==> config.mk <==
export PLATFORM = sky130hd
export DESIGN_NAME = cpu_multicycle
export DESIGN_NICKNAME = d
export VERILOG_FILES = /design/src/rtl/cpu_multicycle.sv
export SDC_FILE = /design/constraint.sdc
export NUM_CORES = 1
export LEC_CHECK = 0
export BUFFER_PORTS_ARGS = -buffer_cell sky130_fd_sc_hd__clkbuf_2
export CAP_MARGIN = 20
export CORE_MARGIN = 3
export CORE_UTILIZATION = 52
export CTS_CLUSTER_SIZE = 8
export DETAILED_ROUTE_END_ITERATION = 7
export PLACE_DENSITY = 0.7
export RECOVER_POWER = 50
export SLEW_MARGIN = 25
export SYNTH_ARGS = -nofsm -noshare
export SYNTH_HDL_FRONTEND = slang
export SYNTH_SLANG_ARGS = --single-unit
==> constraint.sdc <==
create_clock -name clk -period 8 [get_ports clk]
set_input_delay 1.2 -clock clk [delete_from_list [all_inputs] [get_ports clk]]
set_output_delay 1.2 -clock clk [all_outputs]
set_load 0.01 [all_outputs]
==> src/rtl/cpu_multicycle.sv <==
// Multi-cycle 16-bit-instruction CPU: FETCH/DECODE/EXEC/MEM/WB/HALT FSM with a 16-entry register file.
// Define CPU_MC_PERF_EN to build the cycle/retire counters; otherwise cyc_cnt/ret_cnt are tied to 0.
module cpu_multicycle #(
    parameter int DATA_W = 16,
    parameter int ADDR_W = 16,
    parameter int PC_INC = 4
) (
    input  logic              clk,
    input  logic              rst_n,
    output logic              imem_req,
    output logic [ADDR_W-1:0] imem_addr,
    input  logic [15:0]       imem_rdata,
    input  logic              imem_ack,
    output logic              dmem_req,
    output logic              dmem_we,
    output logic [ADDR_W-1:0] dmem_addr,
    output logic [DATA_W-1:0] dmem_wdata,
    input  logic [DATA_W-1:0] dmem_rdata,
    input  logic              dmem_ack,
    output logic              halted,
    output logic [31:0]       cyc_cnt,
    output logic [31:0]       ret_cnt
);

    localparam logic [2:0] ST_FETCH  = 3'd0;
    localparam logic [2:0] ST_DECODE = 3'd1;
    localparam logic [2:0] ST_EXEC   = 3'd2;
    localparam logic [2:0] ST_MEM    = 3'd3;
    localparam logic [2:0] ST_WB     = 3'd4;
    localparam logic [2:0] ST_HALT   = 3'd5;

    localparam logic [3:0] OP_ADD  = 4'h0;
    localparam logic [3:0] OP_SUB  = 4'h1;
    localparam logic [3:0] OP_AND  = 4'h2;
    localparam logic [3:0] OP_OR   = 4'h3;
    localparam logic [3:0] OP_SLT  = 4'h4;
    localparam logic [3:0] OP_ADDI = 4'h5;
    localparam logic [3:0] OP_LW   = 4'h6;
    localparam logic [3:0] OP_SW   = 4'h7;
    localparam logic [3:0] OP_BEQ  = 4'h8;
    localparam logic [3:0] OP_JMP  = 4'h9;
    localparam logic [3:0] OP_LI   = 4'hA;
    localparam logic [3:0] OP_HALT = 4'hF;

    localparam logic [ADDR_W-1:0] PC_STEP = ADDR_W'(PC_INC);

    logic [2:0]        state_q, state_d;
    logic [ADDR_W-1:0] pc_q, pc_d;
    logic [15:0]       ir_q, ir_d;
    logic [DATA_W-1:0] a_q, a_d;
    logic [DATA_W-1:0] b_q, b_d;
    logic [DATA_W-1:0] res_q, res_d;
    logic [ADDR_W-1:0] addr_q, addr_d;
    logic              halted_q, halted_d;
    logic [DATA_W-1:0] rf_q [16];

    logic [3:0]        op_s;
    logic [3:0]        rs_s;
    logic [3:0]        rt_s;
    logic [3:0]        rd_s;
    logic [DATA_W-1:0] rs_val_s;
    logic [DATA_W-1:0] rt_val_s;
    logic [DATA_W-1:0] imm_s;
    logic [ADDR_W-1:0] br_off_s;
    logic [ADDR_W-1:0] pc_seq_s;
    logic [ADDR_W-1:0] br_tgt_s;
    logic              rf_we_s;
    logic [3:0]        rf_wa_s;

    assign op_s     = ir_q[15:12];
    assign rs_s     = ir_q[11:8];
    assign rt_s     = ir_q[7:4];
    assign rd_s     = ir_q[3:0];
    assign imm_s    = DATA_W'(ir_q[3:0]);
    assign br_off_s = ADDR_W'($signed(ir_q[3:0]));
    assign pc_seq_s = pc_q + PC_STEP;
    assign br_tgt_s = pc_seq_s + br_off_s * PC_STEP;

    // Register file read ports; r0 is hard-wired to zero.
    always_comb begin
        rs_val_s = '0;
        rt_val_s = '0;
        if (rs_s != 4'd0) begin
            rs_val_s = rf_q[rs_s];
        end else begin
            rs_val_s = '0;
        end
        if (rt_s != 4'd0) begin
            rt_val_s = rf_q[rt_s];
        end else begin
            rt_val_s = '0;
        end
    end

    // Write-back destination depends on the instruction format.
    always_comb begin
        rf_wa_s = 4'd0;
        case (op_s)
            OP_ADD, OP_SUB, OP_AND, OP_OR, OP_SLT: rf_wa_s = rd_s;
            OP_ADDI, OP_LW:                        rf_wa_s = rt_s;
            OP_LI:                                 rf_wa_s = rs_s;
            default:                               rf_wa_s = 4'd0;
        endcase
    end

    // FSM next-state and datapath latch updates.
    always_comb begin
        state_d  = state_q;
        pc_d     = pc_q;
        ir_d     = ir_q;
        a_d      = a_q;
        b_d      = b_q;
        res_d    = res_q;
        addr_d   = addr_q;
        halted_d = halted_q;
        rf_we_s  = 1'b0;
        case (state_q)
            ST_FETCH: begin
                if (imem_ack) begin
                    ir_d    = imem_rdata;
                    state_d = ST_DECODE;
                end else begin
                    state_d = ST_FETCH;
                end
            end
            ST_DECODE: begin
                a_d     = rs_val_s;
                b_d     = rt_val_s;
                state_d = ST_EXEC;
            end
            ST_EXEC: begin
                // Zero-extends when the address bus is wider than the datapath.
                addr_d = ADDR_W'(a_q + imm_s);
                case (op_s)
                    OP_ADD:  begin res_d = a_q + b_q; state_d = ST_WB; end
                    OP_SUB:  begin res_d = a_q - b_q; state_d = ST_WB; end
                    OP_AND:  begin res_d = a_q & b_q; state_d = ST_WB; end
                    OP_OR:   begin res_d = a_q | b_q; state_d = ST_WB; end
                    OP_SLT:  begin res_d = {{(DATA_W-1){1'b0}}, (a_q < b_q)}; state_d = ST_WB; end
                    OP_ADDI: begin res_d = a_q + imm_s; state_d = ST_WB; end
                    OP_LI:   begin res_d = DATA_W'(ir_q[7:0]); state_d = ST_WB; end
                    OP_LW, OP_SW: state_d = ST_MEM;
                    OP_BEQ: begin
                        if (a_q == b_q) begin
                            pc_d = br_tgt_s;
                        end else begin
                            pc_d = pc_seq_s;
                        end
                        state_d = ST_FETCH;
                    end
                    OP_JMP:  begin pc_d = ADDR_W'(ir_q[11:0]); state_d = ST_FETCH; end
                    OP_HALT: begin halted_d = 1'b1; state_d = ST_HALT; end
                    default: begin pc_d = pc_seq_s; state_d = ST_FETCH; end
                endcase
            end
            ST_MEM: begin
                if (dmem_ack) begin
                    if (op_s == OP_SW) begin
                        pc_d    = pc_seq_s;
                        state_d = ST_FETCH;
                    end else begin
                        res_d   = dmem_rdata;
                        state_d = ST_WB;
                    end
                end else begin
                    state_d = ST_MEM;
                end
            end
            ST_WB: begin
                rf_we_s = 1'b1;
                pc_d    = pc_seq_s;
                state_d = ST_FETCH;
            end
            ST_HALT: begin
                halted_d = 1'b1;
                state_d  = ST_HALT;
            end
            default: state_d = ST_FETCH;
        endcase
    end

    // State, datapath latches and register file.
    always_ff @(posedge clk) begin
        if (!rst_n) begin
            state_q  <= ST_FETCH;
            pc_q     <= '0;
            ir_q     <= 16'h0000;
            a_q      <= '0;
            b_q      <= '0;
            res_q    <= '0;
            addr_q   <= '0;
            halted_q <= 1'b0;
            for (int i = 0; i < 16; i++) begin
                rf_q[i] <= '0;
            end
        end else begin
            state_q  <= state_d;
            pc_q     <= pc_d;
            ir_q     <= ir_d;
            a_q      <= a_d;
            b_q      <= b_d;
            res_q    <= res_d;
            addr_q   <= addr_d;
            halted_q <= halted_d;
            if (rf_we_s && (rf_wa_s != 4'd0)) begin
                rf_q[rf_wa_s] <= res_q;
            end
        end
    end

    // Requests are gated by rst_n so nothing is issued while reset is held.
    assign imem_req   = rst_n & (state_q == ST_FETCH);
    assign imem_addr  = pc_q;
    assign dmem_req   = rst_n & (state_q == ST_MEM);
    assign dmem_we    = dmem_req & (op_s == OP_SW);
    assign dmem_addr  = addr_q;
    assign dmem_wdata = b_q;
    assign halted     = halted_q;

`ifdef CPU_MC_PERF_EN
    logic [31:0] cyc_q;
    logic [31:0] ret_q;
    logic        retire_s;

    // An instruction retires when control returns to FETCH or enters HALT.
    always_comb begin
        retire_s = 1'b0;
        if ((state_d == ST_FETCH) &&
            ((state_q == ST_EXEC) || (state_q == ST_MEM) || (state_q == ST_WB))) begin
            retire_s = 1'b1;
        end else if ((state_d == ST_HALT) && (state_q != ST_HALT)) begin
            retire_s = 1'b1;
        end else begin
            retire_s = 1'b0;
        end
    end

    // Free-running performance counters, wrapping at 2^32.
    always_ff @(posedge clk) begin
        if (!rst_n) begin
            cyc_q <= 32'd0;
            ret_q <= 32'd0;
        end else begin
            if (!halted_q) begin
                cyc_q <= cyc_q + 32'd1;
            end
            if (retire_s) begin
                ret_q <= ret_q + 32'd1;
            end
        end
    end

    assign cyc_cnt = cyc_q;
    assign ret_cnt = ret_q;
`else
    assign cyc_cnt = 32'd0;
    assign ret_cnt = 32'd0;
`endif

endmodule

Word-level counts from Yosys, hierarchy flattened --
Memories as Yosys holds them, arrays and structs flattened. A register that Yosys moved wholly into a read port is not among the register bits. Index checks and enable logic that the tools add are counted.
Storage, ports and cells: memory bits (writable) 256, logic and storage cells 93, input bits 36, register bits after elaboration 100, memories kept 1, output and inout bits 116
Cells by class: reduce and logical (&&, ||, !) cells 19, bitwise logic cells 5, magnitude comparators 1, equal/unequal tests 23, add/subtract/negate cells 5, muxes and demuxes 31
Memory list:
- rf_q | depth 16, width 16, read ports 2, clocked after memory_dff 2, wr ports 16, line 55 | logic [DATA_W-1:0] rf_q [16];
Operators by type and width (count):
- 16-bit 2-to-1 mux | 8
- 16-bit one-hot mux with 7 select lines | 1
- 16-bit one-hot mux with 3 select lines | 2
- 16-bit adder | 2
- 16-bit one-hot mux with 2 select lines | 1
- 4-bit 2-to-1 mux | 5
- 16-bit by 3-bit adder with 16-bit output (second input constant) | 1
- 16-bit by 4-bit adder with 16-bit output | 1
- 16-bit bitwise AND | 1
- 16-bit equality test | 1
- 4-bit by 3-bit equality test with 1-bit output (second input constant) | 4
- 4-bit equality test (second input constant) | 4
- 16-bit less-than comparator | 1
- 16-bit bitwise OR | 1
- 16-bit OR reduction | 1
- 16-bit subtractor | 1
- 3-bit one-hot mux with 5 select lines | 1
- 4-bit one-hot mux with 3 select lines | 1
- 4-bit nonzero test | 3
- 10-bit OR reduction | 1
- 3-bit one-hot mux with 3 select lines | 1
- 4-bit by 2-bit equality test with 1-bit output (second input constant) | 2
- 1-bit 2-to-1 mux | 8
- 8-bit by 1-bit inequality test with 1-bit output (second input constant) | 1
- 19 further kinds | 31

Logic depth before layout (Yosys ltp) --
Gate-level depths: netlist (run 1).
depth in word-level cells 10, mapped depth 14

Least setup slack after synthesis (run 1) --
No wires, ideal clock.
path type input -> register, start point input rst_n, end point memory rf_q[6][0] (enable), data required time 7.589 ns, slack 4.225 ns, stages 5, arrival 3.364 ns, cells stage by stage clkbuf_1 -> inv_1 -> or3_4 -> nand2b_4 -> o21ai_0
RTL lines:
- start, declared | line 9 | input logic rst_n,
- end, declared | line 55

==> results.tsv, run 1 <==
metric	value	unit
status	finished with violations	
violations	capacitance limit, slew limit	
reg2reg_from	ir_q[13]	
drive_above_1_share	15.8	%
met2_usage	44.4	%
track_usage	27.7	%
clock_skew	0.0219	ns
die_y	210	um
leakagePower	0.00840	uW
peakVddDrop	0.158	mV
yosys_warnings	0	
rsz0062_at_grt	no	
dr.pass1.iters	8	
grt_max_degree	76	
gp_congestion	0.871	
syn-cell-area	0.0217	sq mm
grt_pass1_wl	93700	um
die_w	210	um
max_freq	177	MHz
dpl.hpwl	43700	um
portBuffers	87	
yosys_register_bits	364	
grt_pass1_vias	15400	
core_area	0.0410	sq mm
fin_nets	2033	
insertion_delay	0.60	ns
drt_iter0_markers	1768	
finalMaxSlewViolations	28	
crit_path_start_kind	primary input	
synthArstFlopShare	0	%
antenna_found_initial	1	
synthCells	1870	
drc	0	
cp.arrival	5.86	ns
met3_usage	5.82	%
ant_nets	0	
fin_crit_sh	70.5	%
ctsResizeCount	0	
place_area	0.0224	sq mm
syn_to_final_growth	8.90	%
cts_root_buffer	clkbuf_16	
cp.required	8.22	ns
grt-ovfl-total	0	
end_kind	flip-flop	
synth_ff_type	edfxtp_1	
hold_viol	0	
via_count	15700	
hp-class	reg2reg	
cts_made_buffers	51	
path_clk_slew	0.05	ns
diodes	0	
totalWireLength	61200	um
ctsHoldBuffers	0	
seq_area	0.00986	sq mm
synth_cell_types	83	
cts_tree	done	
final_area	0.0237	sq mm
fin_crit	5.64	ns
num_rows	74	
io_pins	152	
die_area	0.0443	sq mm
path_class	in2reg	
synth.avg_cell_area	11.6	sq um
post_cts_buffers	0	
clockBufferDepth	3	
relSlewSlack	-14.9	%
avgViaCountPerCell	6.35	
start_util	52.9	%
synth_enable_flop_cells	256	
yosysSeqAreaShare	45.4	%
use_met1	38.1	%
tns	0	ns
hold_path.startpoint	halted	
cts-htree-levels	2	
setup_viol	0	
crit_start	rst_n	
avgRoutedWirePerCell	24.8	um
worst_pin_slew	1.72	ns
drv_cap	2	
multi_input_area	0.0109	sq mm
cts.sinks	364	
cellPowerDensity	205	mW/mm^2
nFillCells	3349	
grt_busiest_layer	met2	
crit_fanout	37	
## cell usage in the layout, fill, tap and decap left out, types with 52 or more instances in the layout
master | synthesis | layout
mux4_2 | 160 | 160
edfxtp_1 | 256 | 256
nor2_1 | 124 | 121
and2_1 | 228 | 180
conb_1 | 1 | 80
a21oi_1 | 90 | 90
dfxtp_1 | 108 | 104
inv_1 | 61 | 60
ha_1 | 69 | 69
nand2_1 | 110 | 110
clkbuf_1 | 102 | 70
clkbuf_16 | 0 | 52
o21ai_0 | 59 | 52
## critical path, cell delays in order
cell and delay (ns):
clkbuf_2 0.62, clkinvlp_2 1.40, or3_1 0.85, nor3b_4 0.63
and3_1 0.52, nand2b_1 0.62
## layer usage
layer / part of all wire, % / up-vias
met4: 2.9 / 0
met5: 0 / -
met3: 9.2 / 119
met1: 40 / 7867
met2: 48 / 776
li1: - / 6929
## through the flow
| step | power [uW] | util [%] | setup slack (ns) | std cells | hold WS, ns |
|---|---|---|---|---|---|
| floorplan | 2690 | - | 4.22 | 1949 | 0.466 |
| global placement | 2870 | 54.5 | 2.91 | 2403 | 0.436 |
| detailed placement | 2890 | 54.5 | 2.76 | 2403 | 0.445 |
| CTS | 4850 | 57.9 | 3.33 | 2470 | 0.454 |
| global route | 5000 | 57.7 | 2.13 | 2470 | 0.492 |
| finish | 4840 | 57.7 | 2.36 | 2470 | 0.449 |
## area by class of cell
| type | count | area share [%] |
|---|---|---|
| Inverter | 61 | 0.973 |
| Multi-Input combinational cell | 1328 | 46.2 |
| Clock buffer | 64 | 5.69 |
| Sequential cell | 364 | 41.7 |
| Timing Repair Buffer | 118 | 2.43 |
| Tap cell | 532 | 2.81 |
| Clock inverter | 3 | 0.233 |
## power by group
part           leakage, uW  internal [uW]  switching (uW)
clock network     0.000680           1160             808
registers          0.00351           2090            97.7
logic              0.00420            284             397
total              0.00840           3540            1300
## final timing paths
kind | endpoint | slack [ns] | depth (start not counted)
max | rf_q[12][13] | 2.36 | 6
min reg2reg | halted | 0.45 | 2
min | halted | 0.45 | 2
max reg2reg | rf_q[12][13] | 3.22 | 8
## cells by family after synthesis
| family | share of synthesized area, % |
|---|---|
| simple gates | 15.0 |
| flops | 45.4 |
| compound gates | 10.7 |
| buf+inv | 5.76 |
| mux | 17.0 |
| fa+ha+maj | 4.34 |
| xor+xnor | 1.81 |
| other cells | 0.0173 |
## synth_stat cells, types with 12 or more instances
cell / number / area, sq um
clkbuf_1: 102 / 383
nand2b_1: 22 / 138
ha_1: 69 / 863
mux4_2: 160 / 3600
a21o_1: 15 / 113
dfxtp_1: 108 / 2160
nand3_1: 34 / 170
a21oi_1: 90 / 450
a22oi_1: 46 / 345
nor2_1: 124 / 465
edfxtp_1: 256 / 7690
o21ai_0: 59 / 295
and3_1: 27 / 169
xnor2_1: 35 / 307
nand2_1: 110 / 413
a211oi_1: 15 / 113
inv_1: 61 / 229
buf_4: 66 / 495
buf_1: 18 / 67.6
and2_1: 228 / 1430
nor3_1: 20 / 100
nor4_1: 12 / 75.1
## registers in the layout (all words and copies together) (netlist names), named ones only
signal      flops
rf_q          256
a_q            16
dmem_addr      16
dmem_wdata     16
imem_addr      16
ir_q           16
res_q          16
state_q         3
halted          1
No activity file was read; power rests on OpenSTA's default activity.
==> run 2: changes to the inputs <==
ABC_AREA = 1   (was unset)
PLACE_DENSITY = 0.73   (was 0.7)
clock period = 4.85 ns   (was 8 ns; I/O delays follow)
==> results.tsv, run 2 <==
metric	value	unit	change
status	finished with violations		unchanged
violations	capacitance limit, slew limit		unchanged
path_common_cell	nand2_1		
via_count	21900		was 15.7k
gp_congestion	0.989		was 0.871
portBuffers	87		unchanged
tns	0	ns	unchanged
clockBufferDepth	3		unchanged
antenna_found_initial	0		was 1
syn_to_final_growth	7.55	%	was 8.90%
insertion_delay	0.62	ns	was 0.60 ns
regMostFlops	rf_q		unchanged
instances_no_fill	3643		was 2,470
crit_path_start_kind	flip-flop		was primary input
track_usage	31.1	%	was 27.7%
drv_cap	1		was 2
synth_enable_flop_cells	256		unchanged
io_pins	152		unchanged
critical-path-max-stage-delay	0.86	ns	was 1.40 ns
cts_tree	done		unchanged
grt-ovfl-total	0		unchanged
avgViaCountPerCell	6.02		was 6.35
cts_root_buffer	clkbuf_16		unchanged
seqPwrFrac	41.5	%	was 45.2%
num_rows	76		was 74
setup_viol	0		unchanged
yosysMostFrequentCell	nand2_1		was edfxtp_1
p_sw	2830	uW	was 1300 uW
critPathTopFamily	simple AND/OR/NAND/NOR gates		unchanged
start_util	53.0	%	was 52.9%
dpl.hpwl	51400	um	was 43,700 um
relSlewSlack	-55.0	%	was -14.9%
max_freq	254	MHz	
yosys_register_bits	364		unchanged
rsz0062_at_grt	no		unchanged
syn-cell-area	0.0230	sq mm	was 0.0217 sq mm
grt_pass1_vias	20500		was 15.4k
synth_fa_ha_area_share	4.09	%	was 4.34%
cts-htree-levels	2		unchanged
die_y	216	um	was 210 um
cp.arrival	4.15	ns	was 5.86 ns
synthArstFlopShare	0	%	unchanged
path_buf_inv	2		unchanged
leakagePower	0.00981	uW	was 0.00840 uW
cpMaxStageDelayCell	nand2_1		was clkinvlp_2
ant_nets	0		unchanged
peakVddDrop	0.301	mV	was 0.158 mV
path_class	reg2reg		was in2reg
finalMaxSlewViolations	124		was 28
layout_commonest_cell	nand2_1		was edfxtp_1
post_cts_buffers	0		unchanged
die_area	0.0469	sq mm	was 0.0443 sq mm
crit_fanout	17		was 37
fin_crit_sh	81.1	%	
cts_made_buffers	52		was 51
crit_chain	inv_1, nand2_1, clkinv_1, o21ai_0, nor2_1, a21oi_1, nand2_1, nor2_1, nand4_1, nand2_1		was clkbuf_2, clkinvlp_2, or3_1, nor3b_4, and3_1, nand2b_1
p_clk_share	38.1	%	was 40.7%
power	8790	uW	was 4840 uW
synth_xor_xnor_area_share	0.722	%	was 1.81%
synth.avg_cell_area	7.56	sq um	was 11.6 sq um
avgRoutedWirePerCell	20.6	um	was 24.8 um
synth_commonest_cells	nand2_1, inv_1, nor2_1		was edfxtp_1, and2_1, mux4_2
hold_viol	0		unchanged
dr.pass1.iters	8		unchanged
final_area	0.0248	sq mm	was 0.0237 sq mm
dp_cells	3570		was 2,403
muxShareOfSynthArea	0	%	was 17.0%
grt_max_degree	128		was 76
yosys_warnings	0		unchanged
die_w	216	um	was 210 um
synth_cell_types	48		was 83
synth_top_cell_area_share	33.4	%	was 35.4%
path_clk_slew	0.05	ns	about the same
place_area	0.0235	sq mm	was 0.0224 sq mm
synthCells	3049		was 1,870
diodes	0		unchanged
totalWireLength	75000	um	was 61,200 um
yosysSeqAreaShare	42.8	%	was 45.4%
swShare	32.1	%	was 26.9%
holdPathStages	3		was 2
synth_ff_type	edfxtp_1		unchanged
synth-simple-area-share	24.0	%	was 15.0%
cp.required	5.06	ns	was 8.22 ns
synth_top_family_by_area	simple AND/OR/NAND/NOR gates		was multiplexers
reg2regPathDepth	10		was 8
final_cell_mix	nand2_1, inv_1, nor2_1, nand3_1, a21oi_1		was edfxtp_1, and2_1, mux4_2, nor2_1, nand2_1
cts.sinks	364		unchanged
largest_reg_flops	256		unchanged
drive_above_1_share	4.87	%	was 15.8%
end_kind	flip-flop		unchanged
synth.area.top_cells	edfxtp_1, dfxtp_1, nand2_1, nand3_1, inv_1		was edfxtp_1, mux4_2, dfxtp_1, and2_1, ha_1
fin_crit	3.93	ns	
ctsResizeCount	0		unchanged
fin_nets	3150		was 2,033
core_area	0.0435	sq mm	was 0.0410 sq mm
yosysTopAreaCell	edfxtp_1		unchanged
grt_pass1_wl	114000	um	was 93,700 um
synth_compound_area_share	16.7	%	was 10.7%
power_frac_comb	20.4	%	was 14.1%
clock_skew	0.0394	ns	was 0.0219 ns
drc	0		unchanged
ctsHoldBuffers	0		unchanged
drt_iter0_markers	3106		was 1,768
worst-path-stages	10		was 6
intPower	5960	uW	was 3540 uW
worst_pin_slew	2.32	ns	was 1.72 ns
cellPowerDensity	355	mW/mm^2	was 205 mW/mm^2
hp-class	in2reg		was reg2reg
## run 2: cell types whose count changed after synthesis, sizes merged, moves of 126 or more
cell    delta
nand3    +271
mux4     -160
nand2    +478
o21ai    +160
a21oi    +188
and2     -224
nor2     +218
inv      +317
o211ai   +126
## run 2: logic make-up (layout without fill, tap and decap cells)
group | after synthesis | after routing
buffers and inverters | 632 | 562
and+or+nand+nor | 1283 | 1283
xor gates and xnor gates | 19 | 19
other | 1 | 80
DFF | 364 | 364
adders and majority gates | 73 | 73
AOI/OAI and AO/OA | 677 | 677
## run 2: routing by layer
metal  wire, um  part of all wire [%]  vias up  track usage [%]
li1           -                     -    10000                -
met1      29000                    39    10200             40.2
met2      33200                    44     1434             48.5
met3       8270                    11      295             6.90
met4       4500                   6.0        0             17.2
met5          0                     0        -                0
## run 2: power by group through the flow
| stage | clock network, uW | registers (uW) | logic, uW |
|---|---|---|---|
| after floorplan | 0 | 3600 | 1310 |
| after global placement | 0 | 3720 | 1670 |
| after detailed placement | 0 | 3730 | 1710 |
| after CTS | 3380 | 3670 | 1720 |
| after global routing | 3500 | 3660 | 1960 |
| final | 3350 | 3650 | 1790 |
## run 2: cell type report
class	count	area, sq um
fillers	4032	18700
multi-input cells	2132	10700
well taps	585	732
clock buffers	67	1390
repair buffers	109	584
flip-flops and latches	364	9860
inverters	382	1430
clock inverters	4	83.8
## run 2: worst register-to-register path, delay by kind of cell (launching register included)
| family | cells | cell delay, ns |
|---|---|---|
| AOI/OAI and AO/OA | 2 | 0.60 |
| buffers and inverters | 2 | 0.19 |
| DFF | 1 | 0.41 |
| and+or+nand+nor | 6 | 2.35 |
## run 2: worst paths after layout
| path | start | to | slack (ns) |
|---|---|---|---|
| worst min-delay path | dmem_rdata[5] | res_q[5] | 0.45 |
| worst max-delay path | ir_q[12] | rf_q[8][15] | 0.92 |
| worst min register to register | imem_addr[1] | imem_addr[1] | 0.46 |
| worst max register to register | ir_q[12] | rf_q[8][15] | 0.92 |
## run 2: per-stage QoR
step | util, % | setup slack (ns) | hold slack (ns)
after floorplan | - | 2.03 | 0.445
after global placement | 54.0 | 1.75 | 0.442
after detailed placement | 54.0 | 1.60 | 0.447
after CTS | 57.4 | 1.59 | 0.429
after global routing | 57.0 | 0.647 | 0.458
final | 57.0 | 0.917 | 0.453
